File: src/rtl/i2c_slave_read_byte_pkg.sv
// Shared definitions for the I2C slave byte receiver: state encoding,
// byte width and synchronizer depth default.
package i2c_slave_read_byte_pkg;

  localparam int I2C_BYTE_BITS       = 8;
  localparam int SYNC_STAGES_DEFAULT = 2;

  typedef enum logic {
    ST_IDLE  = 1'b0,
    ST_SHIFT = 1'b1
  } rx_state_t;

  function automatic logic [I2C_BYTE_BITS-1:0] shift_in(
    input logic [I2C_BYTE_BITS-1:0] cur,
    input logic                     bit_in
  );
    return {cur[I2C_BYTE_BITS-2:0], bit_in};
  endfunction

endpackage

File: src/rtl/i2c_slave_read_byte_line_sync.sv
// SCL/SDA synchronizer plus one history flop per line; decodes SCL rising
// edge and START/STOP (SDA moving while SCL is held high).
module i2c_slave_read_byte_line_sync #(
  parameter int SYNC_STAGES = 2
) (
  input  logic i_clock,
  input  logic i_reset_n,
  input  logic i_scl,
  input  logic i_sda,
  output logic o_sda_s,
  output logic o_scl_rise,
  output logic o_start,
  output logic o_stop
);

  logic [SYNC_STAGES-1:0] r_scl_sync;
  logic [SYNC_STAGES-1:0] r_sda_sync;
  logic                   r_scl_prev;
  logic                   r_sda_prev;
  logic                   w_scl_s;
  logic                   w_sda_s;
  logic                   w_scl_high;

  // Everything presets to 1 so a reset never manufactures an edge on an idle bus.
  always_ff @(posedge i_clock) begin
    if (!i_reset_n) begin
      r_scl_sync <= '1;
      r_sda_sync <= '1;
      r_scl_prev <= 1'b1;
      r_sda_prev <= 1'b1;
    end else begin
      r_scl_sync <= {r_scl_sync[SYNC_STAGES-2:0], i_scl};
      r_sda_sync <= {r_sda_sync[SYNC_STAGES-2:0], i_sda};
      r_scl_prev <= w_scl_s;
      r_sda_prev <= w_sda_s;
    end
  end

  assign w_scl_s    = r_scl_sync[SYNC_STAGES-1];
  assign w_sda_s    = r_sda_sync[SYNC_STAGES-1];
  assign w_scl_high = w_scl_s & r_scl_prev;

  assign o_sda_s    = w_sda_s;
  assign o_scl_rise = w_scl_s & ~r_scl_prev;
  assign o_start    = w_scl_high & r_sda_prev & ~w_sda_s;
  assign o_stop     = w_scl_high & ~r_sda_prev & w_sda_s;

endmodule

File: src/rtl/i2c_slave_read_byte.sv
// Slave-side byte receiver: shifts in 8 bits MSB first on SCL rising edges,
// pulses finish with the byte, or bus_error if START/STOP interrupts it.
module i2c_slave_read_byte
  import i2c_slave_read_byte_pkg::*;
#(
  parameter int SYNC_STAGES = SYNC_STAGES_DEFAULT
) (
  input  logic                     clock,
  input  logic                     reset_n,
  input  logic                     enable,
  input  logic                     scl,
  input  logic                     sda,
  output logic [I2C_BYTE_BITS-1:0] data,
  output logic                     finish,
  output logic                     bus_error
);

  rx_state_t                r_state;
  logic [2:0]               r_bit_cnt;
  logic [I2C_BYTE_BITS-1:0] r_shift;
  logic [I2C_BYTE_BITS-1:0] r_data;
  logic                     r_finish;
  logic                     r_bus_error;

  logic                     w_sda_s;
  logic                     w_scl_rise;
  logic                     w_start;
  logic                     w_stop;

  i2c_slave_read_byte_line_sync #(
    .SYNC_STAGES (SYNC_STAGES)
  ) u_line_sync (
    .i_clock    (clock),
    .i_reset_n  (reset_n),
    .i_scl      (scl),
    .i_sda      (sda),
    .o_sda_s    (w_sda_s),
    .o_scl_rise (w_scl_rise),
    .o_start    (w_start),
    .o_stop     (w_stop)
  );

  // A rise can never coincide with START/STOP (they need SCL already high),
  // but checking the rise first keeps data sampling the priority anyway.
  always_ff @(posedge clock) begin
    if (!reset_n) begin
      r_state     <= ST_IDLE;
      r_bit_cnt   <= 3'd0;
      r_shift     <= '0;
      r_data      <= '0;
      r_finish    <= 1'b0;
      r_bus_error <= 1'b0;
    end else begin
      r_finish    <= 1'b0;
      r_bus_error <= 1'b0;
      case (r_state)
        ST_IDLE: begin
          if (enable) begin
            r_state   <= ST_SHIFT;
            r_bit_cnt <= 3'd0;
          end
        end
        ST_SHIFT: begin
          if (w_scl_rise) begin
            r_shift   <= shift_in(r_shift, w_sda_s);
            r_bit_cnt <= r_bit_cnt + 3'd1;
            if (r_bit_cnt == 3'd7) begin
              r_data   <= shift_in(r_shift, w_sda_s);
              r_finish <= 1'b1;
              r_state  <= ST_IDLE;
            end
          end else if (w_start || w_stop) begin
            r_bus_error <= 1'b1;
            r_shift     <= '0;
            r_bit_cnt   <= 3'd0;
            r_state     <= ST_IDLE;
          end
        end
      endcase
    end
  end

  assign data      = r_data;
  assign finish    = r_finish;
  assign bus_error = r_bus_error;

endmodule

File: config.mk
export PLATFORM = sky130hd
export DESIGN_NAME = i2c_slave_read_byte
export DESIGN_NICKNAME = d
export VERILOG_FILES = /design/src/rtl/i2c_slave_read_byte_pkg.sv /design/src/rtl/i2c_slave_read_byte_line_sync.sv /design/src/rtl/i2c_slave_read_byte.sv
export SDC_FILE = /design/constraint.sdc
export NUM_CORES = 1
export LEC_CHECK = 0
export ABC_CLOCK_PERIOD_IN_PS = 1300
export BUFFER_PORTS_ARGS = -buffer_cell sky130_fd_sc_hd__buf_2
export CORE_MARGIN = 2
export CORE_UTILIZATION = 49
export DETAILED_ROUTE_END_ITERATION = 7
export PLACE_DENSITY = 0.72
export SKIP_LAST_GASP = 1
export SLEW_MARGIN = 10
export SYNTH_ARGS = -nofsm -noshare
export SYNTH_HDL_FRONTEND = slang
export SYNTH_HIERARCHICAL = 1
export SYNTH_SLANG_ARGS = --single-unit
export TNS_END_PERCENT = 30
File: constraint.sdc
create_clock -name clock -period 1.3 [get_ports clock]
set_input_delay 0.13 -clock clock [delete_from_list [all_inputs] [get_ports clock]]
set_output_delay 0.13 -clock clock [all_outputs]
set_load 0.01 [all_outputs]
After elaboration in Yosys (flattened, before gate mapping)
Cells that the tools add are included.
{ "word_totals": {"register_bits": 27, "wordCells": 45} }
{ "classes": {"n_mux": 13, "n_addsub": 1, "n_eq_ne": 3, "n_reduce_logical": 7, "bitwise": 11} }
{ "ops": {"columns": ["cell", "count"], "rows": [
  ["$mux W7", 2],
  ["$mux W3", 3],
  ["$and A1 B1 Y1", 6],
  ["$mux W1", 6],
  ["$pmux W3 S2", 1],
  ["$reduce_and A3 Y1", 2],
  ["$not A1 Y1", 5],
  ["$reduce_and A2 Y1", 2],
  ["$add A3 B1 Y3 const B", 1],
  ["$eq A3 B3 Y1 const B", 1],
  ["$ne A3 B1 Y1 const B", 1],
  ["$reduce_or A3 Y1", 1],
  ["$ne A2 B2 Y1 const B", 1],
  ["$pmux W1 S2", 1],
  ["$reduce_bool A2 Y1", 1],
  ["$logic_or A1 B1 Y1", 1]
]} }

Depth between registers and ports, before layout
Gate-level depths: netlist (run 1).
{ "depth": {"ltp_word": 7, "ltp_mapped": 5, "ltp_nobuf": 4} }

Cells and area by module
Netlist (run 1), hierarchy kept.
{ "by_module_without_submodules": {"columns": ["module", "cells_each", "n_inst", "area_per_inst_um2", "seq_area_each_um2"], "rows": [
  ["i2c_slave_read_byte", 92, 1, 908.4, 420.4],
  ["i2c_slave_read_byte_line_sync", 15, 1, 183.9, 120.1]
]} }

Worst setup path after synthesis (run 1)
No wires, ideal clock.
{ "synth_path": {"path_type": "reg-to-reg", "start": "reg u_line_sync.r_sda_sync[1]", "end": "reg r_bit_cnt[0]", "arrival_ns": 1.215, "stages_incl_launch_ff": 4, "setup_slack_ns": 0.005, "setup_time_ns": 0.079, "required_time_ns": 1.221, "cell_sequence": "dfxtp_1 and4b_1 or4b_4 a211oi_2"} }
{ "synth_between": {"elab_chain_cells": 5, "word_cells_on_any_way": 6, "classes_between": "eq/ne: 1; bitwise: 3; reduce/logical: 2"} }
{ "synth_rtl": {"columns": ["item", "line", "rtl"], "rows": [
  ["start: declaration", "i2c_slave_read_byte_line_sync.sv:17", "logic [SYNC_STAGES-1:0] r_sda_sync;"],
  ["start signal: assignment", "i2c_slave_read_byte_line_sync.sv:33", "r_sda_sync <= {r_sda_sync[SYNC_STAGES-2:0], i_sda};"],
  ["$not A1 Y1", "i2c_slave_read_byte_line_sync.sv:45", "assign o_start = w_scl_high & r_sda_prev & ~w_sda_s;"],
  ["$and A1 B1 Y1", "i2c_slave_read_byte_line_sync.sv:45", null],
  ["net w_start", "i2c_slave_read_byte.sv:27", "logic w_start;"],
  ["$logic_or A1 B1 Y1", "i2c_slave_read_byte.sv:72", "end else if (w_start || w_stop) begin"],
  ["$ne A3 B1 Y1 (no source line)", null, null],
  ["$reduce_and A2 Y1 (no source line)", null, null],
  ["end signal: assignment", "i2c_slave_read_byte.sv:66", "r_bit_cnt <= r_bit_cnt + 3'd1;"],
  ["end: declaration", "i2c_slave_read_byte.sv:19", "logic [2:0] r_bit_cnt;"]
]} }
The timed path passes the listed nets, and every way through them passes these cells.
A chain may end at the register's enable or synchronous reset.

Final worst setup path (run 1)
{ "layout_path": {"start": "reg u_line_sync.r_scl_prev", "end": "reg r_bit_cnt[0]"} }
{ "layout_between": {"elab_chain_cells": 6, "word_cells_on_any_way": 12, "classes_between": "eq/ne: 1; mux: 2; bitwise: 7; reduce/logical: 2"} }
{ "layout_rtl": {"columns": ["item", "line", "rtl"], "rows": [
  ["start: declaration", "i2c_slave_read_byte_line_sync.sv:18", "logic r_scl_prev;"],
  ["start signal: assignment", "i2c_slave_read_byte_line_sync.sv:34", "r_scl_prev <= w_scl_s;"],
  ["$and A1 B1 Y1", "i2c_slave_read_byte_line_sync.sv:41", "assign w_scl_high = w_scl_s & r_scl_prev;"],
  ["$and A1 B1 Y1 (2 in a row)", "i2c_slave_read_byte_line_sync.sv:46", "assign o_stop = w_scl_high & ~r_sda_prev & w_sda_s;"],
  ["net w_stop", "i2c_slave_read_byte.sv:28", "logic w_stop;"],
  ["$logic_or A1 B1 Y1", "i2c_slave_read_byte.sv:72", null],
  ["$ne A3 B1 Y1 (no source line)", null, null],
  ["$reduce_and A2 Y1 (no source line)", null, null]
]} }
The timed path passes the listed nets, and every way through them passes these cells.

==> out/results.tsv, run 1 <==
stage	metric	value	unit
clocking	Longest Clk Path Bufs	2	
setup_path	worst reg2reg setup slack	-90	ps
route	Routed Antenna Nets	0	
grt	initial antenna violation count	0	
timing	# setup viols final	5	
placement	Port Buffers	14	
synthesis	Compound-Gate Fraction of Synth Area	10.3	%
floorplanning	Starting Density	50.8	%
setup_path	Crit Path Max Fanout	3	
power_and_ir_drop	net switching power	281	µW
synthesis	top-area cell type share of the netlist area	49.5	%
power_and_ir_drop	Tot Pwr	1.28	mW
grt	gr ovfl total	0	
power_and_ir_drop	sequential group share of total power	66.2	%
setup_path	FF-to-FF Start	u_line_sync/r_scl_prev$_SDFF_PN1_	
timing	fmax	722	MHz
synthesis	top_reg_cell synth	dfxtp_1	
layout	Layout area overhead	17.0	%
placement	Post-DP Area	0.00122	mm²
setup_path	Setup crit end	r_bit_cnt[0]$_SDFFE_PN0P_	
synthesis	synth warn	6	
placement	placed wire-length estimate	1.34	mm
synthesis	Post-Syn Area	0.00109	mm²
synthesis	EDFF count, synth	0	
run_status	violated checks	negative setup slack	
layout	nets	135	
clocking	Clk Latency, worst-skew pair	310	ps
route	Pre-Repair DR Iteration Count	4	
synthesis	combinational family with the most area after synthesis	simple AND/OR/NAND/NOR gates	
floorplanning	Site Rows	17	
synthesis	Synth area leader	dfxtp_1	
setup_path	Reg2Reg Depth	3	
synthesis	most frequent cells after synthesis	dfxtp_1, nand2_1, mux2i_1, nand3b_1, o221ai_1	
setup_path	Worst Path Arrival	1620	ps
synthesis	post-synthesis async set-or-reset flop share	0	%
route	drt initial violations	11	
route	drc violations	0	
clocking	TritonCTS clock tree	built	
synthesis	sequential area share after synthesis	49.5	%
power_and_ir_drop	pwr dens	1010	mW/mm²
clocking	root buffer cell	clkbuf_4	
synthesis	library cells used by synthesis	28	
power_and_ir_drop	power share of the combinational group	7.1	%
grt	largest net degree at the start of global routing	23	
placement	Post-Place Cells	148	
synthesis	synth top area cells	dfxtp_1, mux2i_1, nand2_1	
synthesis	Avg Inst Size Synth	10.2	µm²
timing	RSZ-0062 raised after global routing	true	
setup_path	startpoint types	flip-flop	
clocking	Clk pin slew, worst setup/hold paths	130	ps
setup_path	kind of critical path	reg -> reg	
layout	Finished Layout Cells	154	
job	max-cap violations	0	
clocking	CTS Sinks	27	
setup_path	CP Capture Type	flip-flop	
route	Via Count	807	
power_and_ir_drop	Switching Share	21.9	%
synthesis	mux cell area share after synthesis	7.33	%
timing	Final Hold Fails	0	
placement	Final GP Congestion	0.772	
timing	total negative slack	-256	ps
timing	Worst Clk Skew	4.57	ps
synthesis	simple-gate share of the synthesized area	24.9	%
floorplanning	die area	0.00262	mm²
floorplanning	core footprint	0.00215	mm²
synthesis	xor and xnor area share after synthesis	0	%
power_and_ir_drop	Static Leak	0.564	nW
timing	post-route minimum period	1390	ps
layout	share of layout cells above drive strength 1	24.6	%
run_status	status	finished, violations left	
synthesis	cell with the most instances after synthesis	dfxtp_1	
timing	Worst Setup Slack, final	-85.0	ps
grt	All-Layer GR Usage	15.0	%
synthesis	syn nets	115	
synthesis	Post-Synth Adder-Cell Area	3.44	%
floorplanning	Die H	51.2	µm
layout	cell area after layout	0.00128	mm²
timing	Worst-Margin Slew	304	ps
grt	number of global-route vias before repair	703	
synthesis	register bit total from synthesis	27	
timing	post-route clock period utilization	107	%
route	final wirelength	1.82	mm
grt	first-pass GRT wire length	2.99	mm
layout	# diodes	0	
timing	Max-slew headroom	79.7	%
setup_path	reg2reg end	r_bit_cnt[0]$_SDFFE_PN0P_	
clocking	H-tree Lvls	1	
clocking	CTS buffer count	3	
timing	Slew Viols, Final	0	
placement	pre-CTS setup slack	-79.8	ps
power_and_ir_drop	proportion of power drawn by the clock network	26.8	%
synthesis	Cells after Synth	107	
floorplanning	Die W	51.2	µm
floorplanning	I/O pin cnt	15	
power_and_ir_drop	Peak VDD IR	680	µV
hold_path	HP Class	in -> reg	
route	WL/cell	11.8	µm
setup_path	CP startpoint	u_line_sync/r_scl_prev$_SDFF_PN1_	
power_and_ir_drop	Int Pwr	1.00	mW
route	post-DR vias/cell	5.24	
setup_path	Worst EP required	1540	ps
## worst max-delay path, stage by stage, from the launching register on
cell	delay [ps]
dfxtp_2	350
and4b_1	220
or4b_4	570
a211oi_2	190
## sequential cells by signal, summed over array words and instances, names as in the netlist
name / flops
bus_error: 1
data: 8
finish: 1
r_bit_cnt: 3
r_shift: 7
r_state: 1
u_line_sync/r_scl_prev: 1
u_line_sync/r_scl_sync: 2
u_line_sync/r_sda_prev: 1
u_line_sync/r_sda_sync: 2
## power by group through the flow
stage	clock, mW	combinational, mW	sequential [mW]
2_1_floorplan	0	0.0629	0.862
3_3_place_gp	0	0.0820	0.867
3_5_place_dp	0	0.0837	0.868
5_1_grt	0.393	0.0998	0.852
6_report	0.344	0.0907	0.850
4_1_cts	0.361	0.0886	0.850
## what timing repair did
item                                    in CTS  in global routing
endpoints found under the setup margin      19                 20
pin swaps                                    2                  1
buffers inserted                             0                  0
hold endpoints to repair                     2                  0
hold buffers                                 2                  0
gates resized for setup                      2                  3
## logic make-up (layout without fill, tap and decap cells)
| logic type | count (synthesis) | after routing |
|---|---|---|
| buffers and inverters | 9 | 28 |
| multiplexers | 8 | 8 |
| AND/OR/NAND/NOR | 46 | 46 |
| flip-flops | 27 | 27 |
| adder cells (fa/ha/maj) | 3 | 3 |
| AO/OA/AOI/OAI | 14 | 14 |
## layer usage
metal / share of wire [%] / track usage (%) / up-vias
met2: 46 / 24.5 / 10
met4: 0.66 / 3.95 / 0
li1: - / - / 425
met1: 51 / 20.1 / 370
met5: 0 / 0 / -
met3: 2.8 / 3.51 / 2
## per-stage QoR
stage / utilization, % / hold WS (ps)
global placement: 56.6 / 313
CTS: 58.9 / 140
finish: 59.5 / 151
global route: 59.5 / 140
floorplan: - / 203
detailed placement: 56.6 / 316
## placed cells by master (no fill, tap or decap), drive strengths merged
cell type,count
dfxtp,27
buf,21
nand2,19
mux2i,8
nand3b,7
o221ai,7
nand2b,6
clkbuf,4
ha,3
or4bb,2
nand4,2
o211ai,2
nor2,2
dlygate4sd3,2
and4b,2
nand3,1
or4b,1
o21a,1
a21oi,1
inv,1
a211oi,1
or3,1
or2b,1
o21ai,1
a31oi,1
nor4b,1
nor2b,1
## final cells by class
| cell class | instances | area [µm²] |
|---|---|---|
| Fill cell | 195 | 871 |
| Inverter | 1 | 3.75 |
| Timing Repair Buffer | 23 | 155 |
| Tap cell | 28 | 35.0 |
| Clock buffer | 4 | 26.3 |
| Multi-Input combinational cell | 71 | 513 |
| Sequential cell | 27 | 544 |
## how the worst min path moves through the flow
stage / depth (start not counted) / slack (ps) / from / end
detailed placement: 2 / 320 / scl / u_line_sync/r_scl_sync[0]$_SDFF_PN1_
finish: 3 / 150 / enable / r_bit_cnt[0]$_SDFFE_PN0P_
global route: 3 / 140 / enable / r_bit_cnt[2]$_SDFFE_PN0P_
global placement: 2 / 310 / scl / u_line_sync/r_scl_sync[0]$_SDFF_PN1_
CTS: 3 / 140 / enable / r_bit_cnt[0]$_SDFFE_PN0P_
floorplan: 1 / 200 / reset_n / u_line_sync/r_scl_sync[0]$_SDFF_PN1_
Power figures use the tool's default switching activity.
==> inputs of run 2 (changes only) <==
--- a/config.mk
+++ b/config.mk
@@ -8,13 +8,12 @@
 export ABC_CLOCK_PERIOD_IN_PS = 1300
 export BUFFER_PORTS_ARGS = -buffer_cell sky130_fd_sc_hd__buf_2
 export CORE_MARGIN = 2
-export CORE_UTILIZATION = 49
+export CORE_UTILIZATION = 48
 export DETAILED_ROUTE_END_ITERATION = 7
 export PLACE_DENSITY = 0.72
 export SKIP_LAST_GASP = 1
-export SLEW_MARGIN = 10
+export SLEW_MARGIN = 0
 export SYNTH_ARGS = -nofsm -noshare
 export SYNTH_HDL_FRONTEND = slang
-export SYNTH_HIERARCHICAL = 1
 export SYNTH_SLANG_ARGS = --single-unit
 export TNS_END_PERCENT = 30
==> out/results.tsv, run 2 <==
stage	metric	value	unit	change
run_status	status	complete, no violations		
power_and_ir_drop	pwr dens	1090	mW/mm²	+8.5%
clocking	TritonCTS clock tree	built		
placement	placed wire-length estimate	1.12	mm	-16%
placement	Post-Place Cells	128		-14%
clocking	Clk pin slew, worst setup/hold paths	130	ps	about the same
synthesis	post-synthesis async set-or-reset flop share	0	%	unchanged
route	WL/cell	13.3	µm	+13%
route	Via Count	733		-9.2%
timing	total negative slack	0	ps	+256 ps
power_and_ir_drop	Int Pwr	990	µW	-1.4%
synthesis	synth warn	0		-6
clocking	H-tree Lvls	1		unchanged
layout	# diodes	0		unchanged
layout	nets	118		-13%
synthesis	Synth area leader	dfxtp_1		
route	post-DR vias/cell	5.35		+2.1%
grt	All-Layer GR Usage	16.0	%	+1.0 points
clocking	root buffer cell	clkbuf_4		
synthesis	top_reg_cell synth	dfxtp_1		
layout	leading cell type in the layout, fill and taps excluded	dfxtp_1		
grt	first-pass GRT wire length	2.86	mm	-4.4%
timing	Fin Hold WS	128	ps	-23.4 ps
route	final wirelength	1.82	mm	+0.39%
timing	Max-slew headroom	76.6	%	-3.1 points
placement	Final GP Congestion	0.796		+3.1%
layout	share of layout cells above drive strength 1	32.7	%	+8.1 points
power_and_ir_drop	net switching power	292	µW	+4.1%
job	max-cap violations	0		unchanged
floorplanning	Die H	49.1	µm	-4.2%
power_and_ir_drop	Static Leak	0.486	nW	-14%
grt	largest net degree at the start of global routing	19		-17%
floorplanning	Site Rows	16		-1
timing	Final Hold Fails	0		unchanged
hold_path	HP Class	in -> reg		
placement	pre-CTS setup slack	-212	ps	-132 ps
power_and_ir_drop	Switching Share	22.8	%	+0.94 points
power_and_ir_drop	power share of the combinational group	5.5	%	-1.6 points
route	Pre-Repair DR Iteration Count	4		unchanged
synthesis	syn nets	97		-16%
setup_path	Reg2Reg Depth	3		unchanged
setup_path	CP Capture Type	flip-flop		
synthesis	synth top area cells	dfxtp_1, a22o_1, o21ai_0		
power_and_ir_drop	proportion of power drawn by the clock network	28.0	%	+1.2 points
timing	# setup viols final	0		-5
route	Routed Antenna Nets	0		unchanged
layout	max FFs per register	8		unchanged
grt	number of global-route vias before repair	652		-7.3%
floorplanning	die area	0.00241	mm²	-8.2%
synthesis	EDFF count, synth	0		unchanged
timing	Worst Setup Slack, final	23.7	ps	+109 ps
setup_path	kind of critical path	reg -> reg		
timing	post-route clock period utilization	98.2	%	-8.4 points
synthesis	library cells used by synthesis	21		-25%
synthesis	most frequent cells after synthesis	dfxtp_1, a22o_1, nand2_1, o21ai_0, nand3_1		
layout	Util after Layout	60.5	%	+1.0 points
timing	Worst Clk Skew	11.2	ps	+6.65 ps
synthesis	register bit total from synthesis	27		unchanged
layout	Finished Layout Cells	137		-11%
floorplanning	core footprint	0.00194	mm²	-9.6%
setup_path	Crit Path Max Fanout	10		+7
synthesis	Cells after Synth	90		-16%
synthesis	sequential area share after synthesis	55.5	%	+6.0 points
power_and_ir_drop	sequential group share of total power	66.5	%	+0.3 points
grt	gr ovfl total	0		unchanged
timing	fmax	783	MHz	+8.5%
setup_path	Worst Path Arrival	1500	ps	-120 ps
setup_path	startpoint types	flip-flop		
timing	Slew Viols, Final	0		unchanged
placement	Port Buffers	14		unchanged
clocking	CTS buffer count	3		unchanged
grt	initial antenna violation count	0		unchanged
clocking	CTS Sinks	27		unchanged
timing	RSZ-0062 raised after global routing	true		
layout	Layout area overhead	20.5	%	
layout	most frequent cells in the layout	dfxtp_1, buf_2, nand2_1, a22o_1, nand3_1		
floorplanning	I/O pin cnt	15		unchanged
floorplanning	Starting Density	50.2	%	-0.65 points
clocking	Clk Latency, worst-skew pair	330	ps	+20 ps
timing	Worst-Margin Slew	350	ps	+46.6 ps
synthesis	cell with the most instances after synthesis	dfxtp_1		
route	drt initial violations	6		-5
route	drc violations	0		unchanged
clocking	Longest Clk Path Bufs	2		unchanged
synthesis	top-area cell type share of the netlist area	55.5	%	+6.0 points
floorplanning	Die W	49.1	µm	-4.2%
synthesis	Avg Inst Size Synth	10.8	µm²	+6.1%
setup_path	Worst EP required	1520	ps	-20 ps
power_and_ir_drop	Peak VDD IR	667	µV	-2.0%
synthesis	Post-Syn Area	975	µm²	-11%
timing	post-route minimum period	1280	ps	-109 ps
hold_path	Hold Path Cell Cnt	3		unchanged
==> run 2: repair_timing <==
action,in CTS,in global routing
gates cloned,0,3
pin swaps,0,1
buffers inserted,0,0
hold buffers,2,0
endpoints found under the setup margin,11,12
hold endpoints to repair,2,0
gates resized for setup,3,7
==> run 2: worst max-delay path, cell delays in order (launching register included) <==
cell and delay [ps]:
dfxtp_2 400, and3b_1 230, and2_2 280, mux2_4 280
==> run 2: cell type report <==
class                           count  area, µm²
Fill cell                         185        767
Timing Repair Buffer               19        113
Inverter                            1       3.75
Clock inverter                      1       7.51
Tap cell                           27       33.8
Multi-Input combinational cell     59        448
Sequential cell                    27        547
Clock buffer                        3       22.5
==> run 2: power by group through the flow <==
stage	Clock, mW	Sequential [mW]	Combinational [mW]
final	0.359	0.853	0.0710
after global routing	0.411	0.855	0.0782
after CTS	0.374	0.848	0.0709
after detailed placement	0	0.866	0.0661
after global placement	0	0.865	0.0643
after floorplan	0	0.864	0.0496
==> run 2: logic make-up (layout without fill, tap and decap cells) <==
logic type / after synthesis / in the layout / synth area share (%)
AOI/OAI and AO/OA: 21 / 21 / 17.6
xor gates and xnor gates: 1 / 1 / 1.67
adders and majority gates: 2 / 2 / 2.57
buffers and inverters: 7 / 24 / 3.98
DFF: 27 / 27 / 55.5
muxes: 1 / 1 / 1.54
and+or+nand+nor: 31 / 34 / 17.2
==> run 2: stage by stage <==
stage | total power, mW | cell area [µm²]
2_1_floorplan | 0.913 | 991
3_3_place_gp | 0.930 | 1070
3_5_place_dp | 0.932 | 1070
4_1_cts | 1.29 | 1120
5_1_grt | 1.34 | 1170
6_report | 1.28 | 1170
==> run 2: routing by layer <==
metal	GRT usage, %	wire length [µm]	vias up
met5	0	0	-
met4	10.0	46	0
met3	3.68	51	5
met2	26.6	915	13
met1	18.6	809	353
li1	-	-	362
==> run 2: final timing paths <==
path | slack (ps) | end | from
setup reg to reg | 20 | r_bit_cnt[0]$_SDFFE_PN0P_ | u_line_sync.r_scl_prev$_SDFF_PN1_
hold / removal | 130 | r_state$_SDFF_PN0_ | enable
hold reg to reg | 430 | u_line_sync.r_sda_sync[1]$_SDFF_PN1_ | u_line_sync.r_sda_sync[0]$_SDFF_PN1_
setup / recovery | 20 | r_bit_cnt[0]$_SDFFE_PN0P_ | u_line_sync.r_scl_prev$_SDFF_PN1_
==> inputs of run 3 (changes only) <==
==> constraint.sdc (replaced) <==
create_clock -name clock -period 1.3 [get_ports clock]
set_input_delay 0.39 -clock clock [delete_from_list [all_inputs] [get_ports clock]]
set_output_delay 0.39 -clock clock [all_outputs]
set_load 0.01 [all_outputs]
==> out/results.tsv, run 3 (synthesized netlist as in run 2, its figures left out) <==
stage	metric	value	unit	change
route	final wirelength	1.90	mm	+4.2%
grt	met2 Usage GRT	23.0	%	-3.6 points
setup_path	Worst EP required	1570	ps	+50 ps
power_and_ir_drop	net switching power	293	µW	+0.36%
timing	Max-slew headroom	77.7	%	+1.1 points
grt	grt peak-use layer	met2		
clocking	TritonCTS clock tree	built		
floorplanning	Die W	49.1	µm	unchanged
timing	Worst Clk Skew	3.19	ps	-8.04 ps
power_and_ir_drop	Peak VDD IR	884	µV	+33%
timing	Fin Hold WS	237	ps	+109 ps
route	drt initial violations	17		+11
clocking	Longest Clk Path Bufs	2		unchanged
power_and_ir_drop	pwr dens	1080	mW/mm²	-0.63%
timing	post-route minimum period	1260	ps	-13.1 ps
clocking	CTS buffer count	3		unchanged
floorplanning	Site Rows	16		unchanged
timing	RSZ-0062 raised after global routing	true		
grt	met1 Usage GRT	17.9	%	-0.64 points
floorplanning	Die H	49.1	µm	unchanged
setup_path	CP Capture Type	flip-flop		
timing	Slew Viols, Final	0		unchanged
floorplanning	core footprint	0.00194	mm²	unchanged
route	drc violations	0		unchanged
setup_path	Worst Path Arrival	1540	ps	+40 ps
route	Routed Antenna Nets	0		unchanged
grt	gr ovfl total	0		unchanged
layout	leading cell type in the layout, fill and taps excluded	dfxtp_1		
power_and_ir_drop	Switching Share	23.0	%	+0.18 points
clocking	CTS Sinks	27		unchanged
timing	fmax	792	MHz	+1.0%
power_and_ir_drop	power share of the combinational group	5.4	%	about the same
clocking	root buffer cell	clkbuf_4		
placement	Post-DP Area	0.00106	mm²	-0.70%
power_and_ir_drop	proportion of power drawn by the clock network	27.9	%	about the same
clocking	Hold Buf Count CTS	0		-2
setup_path	startpoint types	flip-flop		
layout	max FFs per register	8		unchanged
job	max-cap violations	0		unchanged
layout	most frequent cells in the layout	dfxtp_1, buf_2, nand2_1, a22o_1		
layout	cell area after layout	0.00118	mm²	+0.21%
layout	share of layout cells above drive strength 1	34.9	%	+2.1 points
layout	nets	117		-0.85%
power_and_ir_drop	Int Pwr	984	µW	-0.64%
run_status	status	complete, no violations		
layout	# diodes	0		unchanged
power_and_ir_drop	Static Leak	0.488	nW	+0.39%
layout	Layout area overhead	20.8	%	
power_and_ir_drop	sequential group share of total power	66.7	%	+0.2 points
route	WL/cell	14.0	µm	+4.9%
floorplanning	die area	0.00241	mm²	unchanged
timing	# setup viols final	0		unchanged
grt	first-pass GRT wire length	2.61	mm	-8.9%
hold_path	HP Class	in -> reg		
clocking	Clk Latency, worst-skew pair	320	ps	about the same
route	Via Count	728		-0.68%
floorplanning	I/O pin cnt	15		unchanged
timing	post-route clock period utilization	97.2	%	-1.0 points
route	Pre-Repair DR Iteration Count	4		unchanged
grt	initial antenna violation count	0		unchanged
timing	Final Hold Fails	0		unchanged
placement	Port Buffers	14		unchanged
floorplanning	Starting Density	50.2	%	unchanged
grt	largest net degree at the start of global routing	24		+5
clocking	H-tree Lvls	1		unchanged
timing	Worst-Margin Slew	334	ps	-15.9 ps
grt	GR Util met3	2.15	%	-1.5 points
setup_path	Crit Path Max Fanout	7		-3
grt	All-Layer GR Usage	14.3	%	-1.8 points
setup_path	kind of critical path	reg -> reg		
clocking	Clk pin slew, worst setup/hold paths	140	ps	about the same
grt	number of global-route vias before repair	598		-8.3%
placement	placed wire-length estimate	1.07	mm	-5.0%
route	post-DR vias/cell	5.35		about the same
placement	Final GP Congestion	0.725		-8.9%
[run 3: repair_timing]
item                                    4_1_cts  5_1_grt
gates cloned                                  0        3
setup buffers                                 0        3
pin swaps                                     0        3
endpoints found under the setup margin       11       19
gates resized for setup                       2       10
[run 3: through the flow]
| stage | total power [mW] | setup TNS [ps] | worst slack [ps] | utilization, % | instances |
|---|---|---|---|---|---|
| 2_1_floorplan | 0.913 | 0 | 6.28 | - | 90 |
| 3_3_place_gp | 0.928 | -1230 | -147 | 54.7 | 127 |
| 3_5_place_dp | 0.930 | -1400 | -175 | 54.7 | 127 |
| 4_1_cts | 1.27 | -16.3 | -16.3 | 56.3 | 131 |
| 5_1_grt | 1.34 | -17.1 | -16.4 | 60.6 | 136 |
| 6_report | 1.28 | 0 | 36.7 | 60.6 | 136 |
[run 3: power by group through the flow]
stage	Clock [mW]	Combinational (mW)	Sequential [mW]
3_3_place_gp	0	0.0622	0.865
2_1_floorplan	0	0.0496	0.864
6_report	0.356	0.0693	0.851
4_1_cts	0.361	0.0642	0.849
3_5_place_dp	0	0.0639	0.867
5_1_grt	0.407	0.0756	0.854
[run 3: final timing paths]
path / cells past startpoint / from / endpoint / slack, ps
worst min register to register: 1 / u_line_sync.r_sda_sync[0]$_SDFF_PN1_ / u_line_sync.r_sda_sync[1]$_SDFF_PN1_ / 430
worst min-delay path: 2 / sda / u_line_sync.r_sda_sync[0]$_SDFF_PN1_ / 240
worst max register to register: 3 / u_line_sync.r_scl_sync[1]$_SDFF_PN1_ / r_bit_cnt[0]$_SDFFE_PN0P_ / 40
worst max-delay path: 3 / u_line_sync.r_scl_sync[1]$_SDFF_PN1_ / r_bit_cnt[0]$_SDFFE_PN0P_ / 40
[run 3: critical path: stages, from the launching register on]
cell,delay (ps)
dfxtp_2,380
and2_1,220
a2111oi_4,410
mux2_4,200
[run 3: final cells by class]
| type | count | area, µm² |
|---|---|---|
| multi-input cells | 59 | 463 |
| clock inverters | 1 | 5.00 |
| repair buffers | 18 | 100 |
| inverters | 1 | 3.75 |
| well taps | 27 | 33.8 |
| fillers | 178 | 764 |
| clock buffers | 3 | 22.5 |
| flip-flops and latches | 27 | 549 |
[run 3: routing by layer]
layer / up-vias / wire length (µm) / share of wire [%]
met5: - / 0 / 0
met4: 0 / 34 / 1.8
met3: 4 / 72 / 3.8
met2: 19 / 923 / 49
met1: 346 / 870 / 46
li1: 359 / - / -
